[src/rtl/game_flow_controller.sv]
// Frogger phase sequencer: idle, start countdown, play, hit recovery, level pause, game over.
// Owns the thermometer life counter and frame-based phase timers.
module game_flow_controller #(
   parameter int unsigned C_START_FRAMES = 60,
   parameter int unsigned C_HIT_FRAMES   = 90,
   parameter int unsigned C_LEVEL_FRAMES = 30,
   parameter int unsigned C_OVER_FRAMES  = 120
) (
   input  logic       i_Clk,
   input  logic       i_Reset,
   input  logic       i_Frame_Tick,
   input  logic       i_Start,
   input  logic       i_Has_Collided,
   input  logic       i_Level_Up,
   output logic       o_Game_Active,
   output logic       o_Freeze,
   output logic       o_Respawn,
   output logic       o_Blink,
   output logic [2:0] o_Lives,
   output logic [2:0] o_State
);

   // state   | meaning
   // IDLE    | attract screen, waits for a fresh start edge
   // START   | countdown before play, world frozen
   // RUNNING | frog movement enabled
   // HIT     | non-fatal hit, frog blinks, world frozen
   // LEVEL   | pause after reaching the top row
   // OVER    | game-over display, then back to IDLE
   typedef enum logic [2:0] {
      IDLE    = 3'd0,
      START   = 3'd1,
      RUNNING = 3'd2,
      HIT     = 3'd3,
      LEVEL   = 3'd4,
      OVER    = 3'd5
   } state_t;

   localparam logic [7:0] START_LAST = 8'(C_START_FRAMES - 1);
   localparam logic [7:0] HIT_LAST   = 8'(C_HIT_FRAMES - 1);
   localparam logic [7:0] LEVEL_LAST = 8'(C_LEVEL_FRAMES - 1);
   localparam logic [7:0] OVER_LAST  = 8'(C_OVER_FRAMES - 1);

   state_t     state;
   logic [7:0] frame_cnt;
   logic [7:0] phase_last;
   logic       start_q;
   logic       coll_q;
   logic       start_rise;
   logic       coll_rise;
   logic       expired;

   assign start_rise = i_Start & ~start_q;
   assign coll_rise  = i_Has_Collided & ~coll_q;

   always_comb begin
      phase_last = 8'd0;
      case (state)
         START:   phase_last = START_LAST;
         HIT:     phase_last = HIT_LAST;
         LEVEL:   phase_last = LEVEL_LAST;
         OVER:    phase_last = OVER_LAST;
         default: phase_last = 8'd0;
      endcase
   end

   assign expired = i_Frame_Tick && (frame_cnt == phase_last);

   // Previous-sample registers reset high so inputs held through reset give no edge.
   always_ff @(posedge i_Clk) begin
      if (i_Reset) begin
         state     <= IDLE;
         frame_cnt <= 8'd0;
         o_Lives   <= 3'b111;
         o_Respawn <= 1'b0;
         start_q   <= 1'b1;
         coll_q    <= 1'b1;
      end else begin
         start_q   <= i_Start;
         coll_q    <= i_Has_Collided;
         o_Respawn <= 1'b0;
         if (i_Frame_Tick) frame_cnt <= frame_cnt + 8'd1;
         case (state)
            IDLE: begin
               if (start_rise) begin
                  o_Lives   <= 3'b111;
                  o_Respawn <= 1'b1;
                  state     <= START;
                  frame_cnt <= 8'd0;
               end
            end
            START: begin
               if (expired) begin
                  state     <= RUNNING;
                  frame_cnt <= 8'd0;
               end
            end
            RUNNING: begin
               if (coll_rise) begin
                  o_Lives   <= o_Lives >> 1;
                  state     <= (o_Lives == 3'b001) ? OVER : HIT;
                  frame_cnt <= 8'd0;
               end else if (i_Level_Up) begin
                  state     <= LEVEL;
                  frame_cnt <= 8'd0;
               end
            end
            HIT: begin
               if (expired) begin
                  state     <= RUNNING;
                  o_Respawn <= 1'b1;
                  frame_cnt <= 8'd0;
               end
            end
            LEVEL: begin
               if (expired) begin
                  state     <= RUNNING;
                  frame_cnt <= 8'd0;
               end
            end
            OVER: begin
               o_Lives <= 3'b000;
               if (expired) begin
                  state     <= IDLE;
                  frame_cnt <= 8'd0;
               end
            end
            default: begin
               state     <= IDLE;
               frame_cnt <= 8'd0;
            end
         endcase
      end
   end

   assign o_State       = state;
   assign o_Game_Active = (state == RUNNING);
   assign o_Freeze      = (state == START) || (state == HIT) ||
                          (state == LEVEL) || (state == OVER);
   assign o_Blink       = (state == HIT) ? frame_cnt[3] : 1'b1;

endmodule

[config.mk]
export PLATFORM = sky130hd
export DESIGN_NAME = game_flow_controller
export DESIGN_NICKNAME = d
export VERILOG_FILES = /design/src/rtl/game_flow_controller.sv
export SDC_FILE = /design/constraint.sdc
export NUM_CORES = 1
export LEC_CHECK = 0
export CAP_MARGIN = 15
export CORE_MARGIN = 3
export CORE_UTILIZATION = 60
export CTS_CLUSTER_SIZE = 16
export DETAILED_ROUTE_END_ITERATION = 16
export DONT_BUFFER_PORTS = 1
export PLACE_DENSITY = 0.76
export SLEW_MARGIN = 5
export SYNTH_ARGS = -nofsm -noshare
export SYNTH_HDL_FRONTEND = slang
export SYNTH_SLANG_ARGS = --single-unit
export TNS_END_PERCENT = 10
[constraint.sdc]
create_clock -name i_Clk -period 2.6 [get_ports i_Clk]
set_input_delay 0.52 -clock i_Clk [delete_from_list [all_inputs] [get_ports i_Clk]]
set_output_delay 0.52 -clock i_Clk [all_outputs]
set_load 0.005 [all_outputs]
**Word level (Yosys, flattened, before mapping)**

Cells that the tools add are included.
W data, S select, Z words.

- Register bits: 17
- Bits of input ports: 6
- Output and inout port bits: 10
- Logic and storage cells: 54

- Add/sub/neg operators: 1
- Equal/unequal tests: 12
- Muxes and demuxes: 21
- Bitwise logic cells: 4
- Reduce and logical (&&, ||, !) cells: 10

Operator list:

| operator | count |
|---|---|
| $mux W8 | 5 |
| $pmux W7 S4 | 1 |
| $mux W3 | 8 |
| $pmux W8 S3 | 1 |
| $pmux W3 S4 | 1 |
| $pmux W3 S3 | 1 |
| $add A8 B1 Y8 const B | 1 |
| $eq A8 B8 Y1 | 1 |
| $eq A3 B1 Y1 const B | 2 |
| $eq A3 B2 Y1 const B | 2 |
| $eq A3 B3 Y1 const B | 2 |
| $ne A2 B1 Y1 const B | 2 |
| $ne A2 B2 Y1 const B | 2 |
| $reduce_and A4 Y1 | 1 |
| $reduce_or A4 Y1 | 1 |
| $logic_not A3 Y1 | 1 |
| $logic_or A1 B1 Y1 | 3 |
| $mux W1 | 3 |
| $ne A3 B2 Y1 const B | 1 |
| $reduce_and A3 Y1 | 1 |
| $reduce_bool A3 Y1 | 1 |
| $reduce_or A3 Y1 | 1 |
| $and A1 B1 Y1 | 2 |
| $not A1 Y1 | 2 |
| 2 further kinds | 2 |

**Longest topological paths before layout**

Gate-level depths: netlist of the first run.

- Word-level depth: 6
- Mapped depth: 7
- Mapped depth without buffers: 6

**Worst setup path before layout of the first run**

OpenSTA, ideal clock, no wires.

- Kind: reg2reg
- Start: register state[1], in the netlist o_State[1]
- End: register state[0], in the netlist o_State[0]
- Setup time: 0.121 ns
- Arrival time: 1.772 ns
- Required time: 2.479 ns
- Path slack: 0.707 ns
- Cell stages (with the launch flop): 7
- Path buffers: 1
- Path through: dfxtp_1 -> or3b_1 -> or3_1 -> o311a_1 -> o41a_1 -> buf_6 -> mux2_4

- Cells in the longest elaborated chain, start to end: 6
- Elaborated cells on any way between the ends: 16

Ends and longest elaborated chain:

| what | RTL line | source |
|---|---|---|
| start: declaration | 44 | `state_t state;` |
| start signal: assignment | 101 | `state <= (o_Lives == 3'b001) ? OVER : HIT;` |
| $eq A3 B3 Y1 (tied with other cells) | 58, 83 |  |
| $pmux W7 S4 | 58 | `case (state)` |
| $eq A8 B8 Y1 | 67 | `assign expired = i_Frame_Tick && (frame_cnt == phase_last);` |
| $logic_and A1 B1 Y1 | 67 |  |
| $ne A2 B2 Y1 (no source line) / $ne A2 B1 Y1 (equally long branches) | n/a |  |
| $reduce_and A4 Y1 (no source line) | n/a |  |

Parallel ways exist; a longest one is shown, timed or not.
A chain may end at the register's enable or synchronous reset.

**Worst setup path in the final report of the first run**

- Start: register state[2], in the netlist o_State[2]
- End: register state[0], in the netlist o_State[0]

Same word-level chain as after synthesis.

==> results of run 1 <==
## path summary, 6_finish.rpt
path,cells past startpoint,start,endpoint,slack [ns]
min reg2reg,1,o_Lives[2],o_Lives[2],0.53
max reg2reg,5,o_State[2],o_State[0],0.31
min,1,i_Reset,o_Respawn,0.29
max,5,o_State[2],o_State[0],0.31
## critical path: cells and delay by family (launching register included)
family                 cells  cell delay (ns)
AOI/OAI and AO/OA          2             0.90
DFF                        1             0.60
muxes                      1             0.35
and+or+nand+nor            1             0.23
buffers and inverters      1             0.10
## sequential cells by signal, summed over array words and instances (netlist names)
| signal | flops |
|---|---|
| o_State | 3 |
| coll_q | 1 |
| frame_cnt | 8 |
| o_Respawn | 1 |
| start_q | 1 |
| o_Lives | 3 |
## power groups by stage
stage          combinational, mW  sequential (mW)  clock, mW
2_1_floorplan              0.190            0.338          0
3_3_place_gp               0.204            0.358          0
3_5_place_dp               0.208            0.359          0
4_1_cts                    0.209            0.353      0.144
5_1_grt                    0.235            0.361      0.155
6_report                   0.210            0.354      0.139
## cell usage in the layout (no fill, tap or decap), types with 2 or more instances in the layout
master,Yosys,final
nor2b_1,2,2
mux2i_1,3,3
buf_4,0,2
a21oi_1,4,4
a21boi_0,2,2
xnor2_1,5,5
inv_1,4,4
a21o_1,2,2
or2_2,5,5
xor2_1,3,3
clkbuf_4,0,3
a221o_1,2,2
nor2_1,6,6
nor3_1,11,11
o21ai_0,2,2
dfxtp_1,17,17
nor4_1,2,2
nand2b_1,10,10
nand3_1,5,5
nand2_1,5,5
## metrics by stage
stage / hold slack (ns) / area, sq um / setup WS (ns) / utilization
floorplan: 0.489 / 972 / 0.707 / -
global placement: 0.517 / 978 / 0.372 / 0.691
detailed placement: 0.520 / 978 / 0.323 / 0.691
CTS: 0.289 / 1000 / 0.317 / 0.710
global route: 0.280 / 1000 / 0.102 / 0.710
finish: 0.294 / 1000 / 0.312 / 0.710
## cells by family after synthesis
group	share of synthesized area
mux	0.0463
xor+xnor	0.0721
buf+inv	0.0437
flops	0.350
fa+ha+maj	0.0129
simple gates	0.323
compound gates	0.152
## final cells by class
cell class | count | area share
Clock buffer | 4 | 0.0262
Multi-Input combinational cell | 88 | 0.587
Tap cell | 15 | 0.0187
Inverter | 4 | 0.0149
Sequential cell | 17 | 0.339
Timing Repair Buffer | 2 | 0.0149
## metal layers
layer	track usage	vias up	share of wire
li1	-	417	-
met1	0.319	354	0.50
met2	0.316	32	0.42
met3	0.0664	2	0.070
met4	0.0739	0	0.010
met5	0	-	0
==> run_results.csv, run 1 <==
group,metric,value,unit
timing,tightest_slew,0.447,ns
die,die_w,46.3,um
yosys,synth_area_leader_cell,"dfxtp_1",
cts,htreeDepth,1,
cts,clk_pin_slew,0.10,ns
grt,grt_pass1_wl,3420,um
die,start_util,0.687,
outcome,status,"completed",
yosys,synth_top_area_frac,0.350,
yosys,yosys_most_used_dff,"dfxtp_1",
cells_and_area,fillers,118,
cts,postCtsSetupBuffers,0,
cts,clockBufferDepth,2,
cts,clk_latency,0.29,ns
worst_setup_path,required,2.78,ns
timing,post-route-min-period,2.29,ns
timing,fin_skew,0.00642,ns
yosys,synth_seq_cells,17,
route,wl_per_cell,14.7,um
cells_and_area,num-nets-final,123,
flow_run,maxCapViolCount,0,
grt,grt_usage,0.223,
grt,grt_max_degree,16,
power,power,0.703,mW
route,drc,0,
power,ir_drop,0.493,mV
yosys,synth_async_sr_flop_share,0,
worst_setup_path,worst_path_max_delay_cell,"dfxtp_1",
yosys,syn-num-nets,121,
worst_setup_path,cp-end-kind,"flip-flop",
place,dp.cells,126,
cts,cts_buffers,3,
power,p_sw,0.239,mW
cells_and_area,multi_input_area,589,sq um
timing,fin_crit_sh,0.880,
power,internal_power,0.463,mW
worst_setup_path,max_stage_delay,0.60,ns
cells_and_area,num_antenna_cells,0,
yosys,synth-edff-count,0,
route,totalWireLength,1920,um
place,place.gp.congestion,0.794,
route,dr.first_iter.drc_count,27,
cells_and_area,area_growth,3.35,%
die,die-area,0.00214,sq mm
timing,setup_tns,0,ns
place,post-dp-hpwl,1470,um
timing,relSlewSlack,0.702,
route,num_vias,805,
yosys,ys_top_cells_by_area,"dfxtp_1 35%, nand2b_1 6.4%, nor3_1 5.7%",
yosys,synth.avg_cell_area,8.53,sq um
cells_and_area,stdcell_count,130,
yosys,yosysMostFrequentCell,"dfxtp_1",
power,switching_share,0.341,
die,core_area,0.00142,sq mm
die,rows,13,
timing,max_freq,437,MHz
power,clkPwrFrac,0.198,
cts,clock-root-buffer,"clkbuf_4",
grt,grt-ovfl-total,0,
power,p_leak,0.359,nW
worst_hold_path,hp-class,"input pin to flip-flop",
place,io_buffers,0,
yosys,synth_seq_area_share,0.350,
grt,grt_pass1_vias,775,
timing,finalMaxSlewViolations,0,
cts,clock_sinks,17,
power,p_per_area,699,mW/mm^2
route,firstDrtPassIters,4,
yosys,synth_cells,114,
cts,cts_resized,0,
cts,ctsHoldBuffers,0,
power,sequentialPowerShare,0.503,
grt,antenna_found_initial,0,
yosys,synth.distinct_cells,40,
route,ant_nets,0,
die,die_h,46.3,um
timing,rsz0062_at_grt,"no",
cells_and_area,drive_above_1_share,0.113,
cts,cts_tree,"done",
worst_setup_path,worstSetupPathType,"flip-flop to flip-flop",
timing,setup-violations-final,0,
die,io_pins,16,
yosys,synth_warnings,0,
route,viasPerCell,6.19,
worst_setup_path,crit_path_cell_trace,"or2_2, a21boi_0, inv_1, o41a_1, mux2_4",
worst_setup_path,arrival,2.47,ns
worst_setup_path,cp_max_fo,14,
yosys,synthTopCellsByCount,"17 x dfxtp_1, 11 x nor3_1, 10 x nand2b_1",
timing,hold_violations,0,
yosys,mappedNetlistArea,972,sq um
power,p_comb_frac,0.298,
cells_and_area,seq_area,340,sq um
worst_setup_path,worstSetupStartpointType,"flip-flop",
No activity file was read; power rests on OpenSTA's default activity.
==> inputs of run 2 (changes only) <==
Settings changed: CTS_CLUSTER_DIAMETER from default to 50.
==> results of run 2 <==
No change in the layout: final DEF, timing and power equal those of run 1.
==> inputs of run 3 (changes only) <==
==> constraint.sdc (replaced) <==
create_clock -name i_Clk -period 2.66 [get_ports i_Clk]
set_input_delay 0.798 -clock i_Clk [delete_from_list [all_inputs] [get_ports i_Clk]]
set_output_delay 0.798 -clock i_Clk [all_outputs]
set_load 0.005 [all_outputs]
==> results of run 3 <==
The final DEF is identical to that of run 1. Status: completed.
Main changes from that run: setup slack after placement 0.323 ns -> 0.383 ns; clock-pin slew on the worst setup and hold paths 0.10 ns -> 0.09 ns; setup slack after layout 0.312 ns -> 0.372 ns; hold slack 0.294 ns -> 0.533 ns; register-to-register setup slack 0.31 ns -> 0.37 ns; end point of the worst hold path o_Respawn -> o_Lives[2]; total power 0.703 mW -> 0.687 mW; worst IR drop on VDD 0.493 mV -> 0.482 mV
